## src/rtl/serial_adder_ctrl_if.sv

```systemverilog
//------------------------------------------------------------------------------
// Module : serial_adder_ctrl_if
// Brief  : Host/adder handshake bundle; sub exists only with SERIAL_SUB_EN.
// Rev    : 1.0 - initial release
//------------------------------------------------------------------------------
`default_nettype none

interface serial_adder_ctrl_if #(
  parameter int WIDTH = 8
);
  logic             start;
  logic [WIDTH-1:0] a;
  logic [WIDTH-1:0] b;
  logic             cin;
`ifdef SERIAL_SUB_EN
  logic             sub;
`endif
  logic             busy;
  logic             done;
  logic [WIDTH-1:0] sum;
  logic             cout;

`ifdef SERIAL_SUB_EN
  modport master (output start, a, b, cin, sub, input busy, done, sum, cout);
  modport slave  (input start, a, b, cin, sub, output busy, done, sum, cout);
`else
  modport master (output start, a, b, cin, input busy, done, sum, cout);
  modport slave  (input start, a, b, cin, output busy, done, sum, cout);
`endif
endinterface

`default_nettype wire

```

## src/rtl/serial_adder_ctrl.sv

```systemverilog
//------------------------------------------------------------------------------
// Module : serial_adder_ctrl
// Brief  : Bit-serial WIDTH-bit adder, LSB first, one full adder reused per
//          bit. Optional subtract mode under macro SERIAL_SUB_EN.
// Rev    : 1.0 - initial release
//------------------------------------------------------------------------------
`default_nettype none

module serial_adder_ctrl_fa (
  input  logic i_a,
  input  logic i_b,
  input  logic i_ci,
  output logic o_s,
  output logic o_co
);
  assign o_s  = i_a ^ i_b ^ i_ci;
  assign o_co = (i_a & i_b) | (i_ci & (i_a ^ i_b));
endmodule

module serial_adder_ctrl #(
  parameter int WIDTH = 8
) (
  input  logic               clk,
  input  logic               rst,
  serial_adder_ctrl_if.slave bus
);
  localparam int                 c_CNT_W = $clog2(WIDTH);
  localparam logic [c_CNT_W-1:0] c_LAST  = c_CNT_W'(WIDTH - 1);

  typedef enum logic [1:0] {
    S_IDLE = 2'd0,
    S_RUN  = 2'd1,
    S_DONE = 2'd2
  } state_t;

  state_t             r_state;
  state_t             w_next;
  logic               w_load;
  logic               w_busy;
  logic               w_done;

  logic [WIDTH-1:0]   r_a;
  logic [WIDTH-1:0]   r_b;
  logic [WIDTH-1:0]   r_sum;
  logic               r_carry;
  logic               r_cout;
  logic [c_CNT_W-1:0] r_cnt;

  logic [WIDTH-1:0]   w_b_in;
  logic               w_c_in;
  logic               w_s;
  logic               w_co;

`ifdef SERIAL_SUB_EN
  // Two's-complement subtract: invert B and inject a carry of one.
  assign w_b_in = bus.sub ? ~bus.b : bus.b;
  assign w_c_in = bus.sub | bus.cin;
`else
  assign w_b_in = bus.b;
  assign w_c_in = bus.cin;
`endif

  serial_adder_ctrl_fa u_fa (
    .i_a  (r_a[0]),
    .i_b  (r_b[0]),
    .i_ci (r_carry),
    .o_s  (w_s),
    .o_co (w_co)
  );

  always_ff @(posedge clk) begin
    if (rst) begin
      r_state <= S_IDLE;
    end else begin
      r_state <= w_next;
    end
  end

  always_comb begin
    w_next = r_state;
    w_load = 1'b0;
    w_busy = 1'b0;
    w_done = 1'b0;
    case (r_state)
      S_IDLE: begin
        if (bus.start) begin
          w_load = 1'b1;
          w_next = S_RUN;
        end
      end
      S_RUN: begin
        w_busy = 1'b1;
        if (r_cnt == c_LAST) begin
          w_next = S_DONE;
        end
      end
      S_DONE: begin
        w_done = 1'b1;
        if (bus.start) begin
          w_load = 1'b1;
          w_next = S_RUN;
        end else begin
          w_next = S_IDLE;
        end
      end
      default: begin
        w_next = S_IDLE;
      end
    endcase
  end

  always_ff @(posedge clk) begin
    if (rst) begin
      r_a     <= '0;
      r_b     <= '0;
      r_sum   <= '0;
      r_carry <= 1'b0;
      r_cout  <= 1'b0;
      r_cnt   <= '0;
    end else if (w_load) begin
      r_a     <= bus.a;
      r_b     <= w_b_in;
      r_carry <= w_c_in;
      r_cnt   <= '0;
    end else if (w_busy) begin
      // Each sum bit enters at the MSB so bit 0 lands at index 0 after WIDTH shifts.
      r_sum   <= {w_s, r_sum[WIDTH-1:1]};
      r_carry <= w_co;
      r_a     <= r_a >> 1;
      r_b     <= r_b >> 1;
      r_cnt   <= r_cnt + 1'b1;
      if (r_cnt == c_LAST) begin
        r_cout <= w_co;
      end
    end
  end

  assign bus.busy = w_busy;
  assign bus.done = w_done;
  assign bus.sum  = r_sum;
  assign bus.cout = r_cout;

endmodule

`default_nettype wire
```

## src/flat_wrapper.sv

```systemverilog
// flat-port wrapper written by rule: the top's interface ports become plain ports
module serial_adder_ctrl_flat 
#(
  parameter int WIDTH = 8
)
  (clk, rst, bus_start, bus_a, bus_b, bus_cin, bus_busy, bus_done, bus_sum, bus_cout);
  serial_adder_ctrl_if #(.WIDTH(WIDTH)) bus_i ();
  input  logic clk;
  input  logic rst;
  input wire logic [$bits(bus_i.start)-1:0] bus_start;
  input wire logic [$bits(bus_i.a)-1:0] bus_a;
  input wire logic [$bits(bus_i.b)-1:0] bus_b;
  input wire logic [$bits(bus_i.cin)-1:0] bus_cin;
  output wire logic [$bits(bus_i.busy)-1:0] bus_busy;
  output wire logic [$bits(bus_i.done)-1:0] bus_done;
  output wire logic [$bits(bus_i.sum)-1:0] bus_sum;
  output wire logic [$bits(bus_i.cout)-1:0] bus_cout;
  assign bus_i.start = bus_start;
  assign bus_i.a = bus_a;
  assign bus_i.b = bus_b;
  assign bus_i.cin = bus_cin;
  assign bus_busy = bus_i.busy;
  assign bus_done = bus_i.done;
  assign bus_sum = bus_i.sum;
  assign bus_cout = bus_i.cout;
  serial_adder_ctrl #(.WIDTH(WIDTH)) u_core (.clk(clk), .rst(rst), .bus(bus_i));
endmodule
```

## config.mk

```make
export PLATFORM = sky130hd
export DESIGN_NAME = serial_adder_ctrl_flat
export DESIGN_NICKNAME = d
export VERILOG_FILES = /design/src/rtl/serial_adder_ctrl_if.sv /design/src/rtl/serial_adder_ctrl.sv /design/src/flat_wrapper.sv
export SDC_FILE = /design/constraint.sdc
export NUM_CORES = 1
export LEC_CHECK = 0
export ABC_AREA = 1
export ABC_CLOCK_PERIOD_IN_PS = 2260
export CAP_MARGIN = 20
export CORE_MARGIN = 1
export CORE_UTILIZATION = 42
export DETAILED_ROUTE_END_ITERATION = 12
export HOLD_SLACK_MARGIN = 0.02
export PLACE_DENSITY = 0.68
export SYNTH_ARGS = -nofsm -noshare
export SYNTH_HDL_FRONTEND = slang
export SYNTH_HIERARCHICAL = 1
export SYNTH_SLANG_ARGS = --single-unit
```

## constraint.sdc

```tcl
create_clock -name clk -period 2.26 [get_ports clk]
set_input_delay 0.565 -clock clk [delete_from_list [all_inputs] [get_ports clk]]
set_output_delay 0.565 -clock clk [all_outputs]
set_load 0.05 [all_outputs]
```

==> metrics.txt <==
core occupancy in the finished layout 0.5718; Net Sw Frac 0.3028; primary flip-flop cell chosen by synthesis mapping dfxtp_1; final clock period utilization by the worst path 0.9121; Static Leak 0.8534 nW; number of design-rule violations left by the first detailed-router iteration 52; Die Area 3695 µm²; Max IR drop VDD 0.3163 mV; number of core rows 20; smallest setup slack after layout 198.7 ps; launching instance or port of the critical path u_core/bus.sum[6]; hold_sp u_core/r_a[7]; sum of negative setup slack 0 ps; maximum clock frequency 485.1 MHz; RSZ-0062 raised after global routing false; synthesized area divided by synthesized cell count 7.012 µm²; post-route cell area 1803 µm²; total via count after detailed routing 1258; worst-path cell chain clkdlybuf4s50_1; Max FO, Critical Path 3; P_int 0.8410 mW; worst reg2reg path depth 7; Power Density 669.1 nW/µm²; post-cts repair resize count 0; Fin Hold WS 466.7 ps; Area after DPL 1747 µm²; Tightest Pin Transition 496.0 ps; relative area change from synthesis to final layout 24.22%; Post-Place Setup Slack 427.5 ps; number of unique standard cell types used by synthesis 21; via density per instance 4.493; max-slew headroom at the worst pin 0.6683; max-slew violations 0; worst hold-check path type reg -> reg; Filler Cell Count 332; relative contribution of combinational cells to total power 0.217; number of antenna violations at the first check in global routing 0; wire length of the first global-routing pass 4816 µm; clock transition at the registers of the reported paths 90 ps; number of inserted diodes 0; Data required, critical path 1690 ps; Final setup violation count 0; post-route antenna net violation count 0; Worst path top cell family by delay buffers and inverters; Synth top area share 0.4276; total of flip-flops plus latches after synthesis 31; number of nets in the final layout 259; postcts setup bufs 0; Worst path depth 1; total of warnings raised by yosys 6; destination of the critical timing path bus_sum[6]; share of final-layout standard cells stronger than drive strength 1 0.09322; share of total power in the clock network 0.270; result of the run complete, no violations; shortest clock period the worst path allows after layout 2061 ps; DRC violations left 0; synthesized net count 230; cell chosen for the clock root clkbuf_4; floorplan die width 60.79 µm; fraction of the yosys area taken by sequential cells 0.4276; number of buffers between clock root and the deepest sink 2; Worst EP arrival 1500 ps; most area-hungry cell type in the Yosys netlist dfxtp_1; RePlAce Congestion 0.7450; CP max stage cell clkdlybuf4s50_1; proportion of synthesized flip-flops having asynchronous set or reset 0; Wirelength per Cell 9.404 µm; H-tree depth reported by CTS 2; placeable core region 3153 µm²; Max Cap Violations 0; drt total wl 2633 µm; Post-Syn Instances 207; list of most frequent post-synthesis cells 43 x nor2_1, 38 x nand2_1, 31 x dfxtp_1, 29 x inv_1, 19 x o21ai_0; number of buffers inserted during clock tree synthesis 5; IO Count 31; number of flops mapped to enable cells by yosys 0; launching point of the worst reg2reg path u_core/r_state[0]; DIE HEIGHT 60.79 µm; Setup CP Type reg -> out; maximum number of pins on one net before global-route repair 30; worst stage delay on the critical path 810 ps; top cells by area in the synthesized netlist dfxtp_1 43%, nor2_1 11%, nand2_1 9.8%, inv_1 7.5%, o21ai_0 6.6%; startpoint type of the worst setup path flop; Clock Sink Count 31; category of the worst setup path capture point output pin; Port-buffer cells 30; global-route congestion overflow total 0; length of the first detailed-routing pass in iterations 4; R2R Setup Slk 810 ps; DP Wirelength 1817 µm; hold depth 2; effective utilization at floorplan 0.4603; clock skew 8.347 ps; critical path buffer and inverter count 1; area of the mapped netlist 1451 µm²; vias in the first global route 1148; sequential share of power 0.513; most frequent cell after synthesis nor2_1; Clk Latency, worst-skew pair 330 ps; global-route usage over all layers 0.1817; number of buffers inserted by hold repair at cts 0; number of hold violations in the final report 0; Reg2Reg Capture Point u_core/r_b[3]; clock tree from TritonCTS built; reported net switching power 0.3653 mW
==> worst register-to-register path, delay by kind of cell (launching register included) <==
kind          cells  cell delay (ps)
buf+inv           2              470
flops             1              460
simple gates      5              420
==> kinds of logic (layout without fill, tap and decap cells) <==
kind of cell,Yosys count,count (layout),share of synthesized area
buffers and inverters,44,73,0.1500
adders and majority gates,3,3,0.03103
DFF,31,31,0.4276
xor gates and xnor gates,1,1,0.006036
and+or+nand+nor,100,100,0.2862
AOI/OAI and AO/OA,28,28,0.09914
==> state kept, by name, indices dropped and copies added (netlist names) <==
signal and flops:
u_core/bus.sum 8, u_core/r_a 8, u_core/r_b 8, u_core/r_cnt 3
u_core/r_state 2, u_core/bus.cout 1, u_core/r_carry 1
==> worst min-delay path by stage <==
stage / endpoint / slack, ps
global placement: u_core/r_a[7] / 460
detailed placement: u_core/r_a[7] / 460
global route: u_core/r_b[1] / 490
floorplan: u_core/r_a[7] / 440
CTS: u_core/r_a[7] / 470
finish: u_core/r_a[7] / 470
==> layout make-up <==
class	instances	area (µm²)	area share
tap	44	55.05	0.03053
clock inverter	1	5.005	0.002776
sequential	31	620.6	0.3442
clock buffer	6	51.30	0.02845
multi-input combinational	132	613.1	0.3400
timing repair buffer	33	330.3	0.1832
inverter	33	127.6	0.07078
==> stage by stage <==
step	cells	total power, mW
3_5_place_dp	273	0.8953
6_report	280	1.206
4_1_cts	280	1.226
3_3_place_gp	273	0.8915
2_1_floorplan	207	0.8206
5_1_grt	280	1.297
==> cell usage in the layout, fill, tap and decap left out <==
cell | Yosys | layout
buf_12 | 0 | 1
clkdlybuf4s50_1 | 0 | 28
clkbuf_4 | 0 | 5
a21oi_2 | 1 | 1
clkinv_2 | 1 | 2
nand2_2 | 2 | 2
nand3_1 | 14 | 14
buf_4 | 2 | 4
nand2_1 | 38 | 38
inv_4 | 1 | 1
nor2_2 | 1 | 1
xor2_1 | 1 | 1
clkbuf_8 | 0 | 1
a21oi_1 | 8 | 8
o21ai_0 | 19 | 19
inv_1 | 29 | 29
fa_1 | 1 | 1
dfxtp_1 | 31 | 31
nor2_1 | 43 | 43
inv_2 | 2 | 2
nand2_4 | 2 | 2
ha_1 | 2 | 2
==> power by group through the flow <==
stage,logic (mW),clock network (mW),registers [mW]
after floorplan,0.155,0,0.665
final,0.262,0.326,0.619
after detailed placement,0.263,0,0.632
after global placement,0.260,0,0.631
after CTS,0.264,0.342,0.620
after global routing,0.300,0.372,0.625
==> metal layers <==
layer | GRT usage | vias up | share of wire
met2 | 0.2936 | 29 | 0.45
met1 | 0.2151 | 544 | 0.50
met5 | 0 | - | 0
li1 | - | 683 | -
met3 | 0.07676 | 2 | 0.043
met4 | 0.06818 | 0 | 0.0057
No activity file was read; power rests on OpenSTA's default activity.
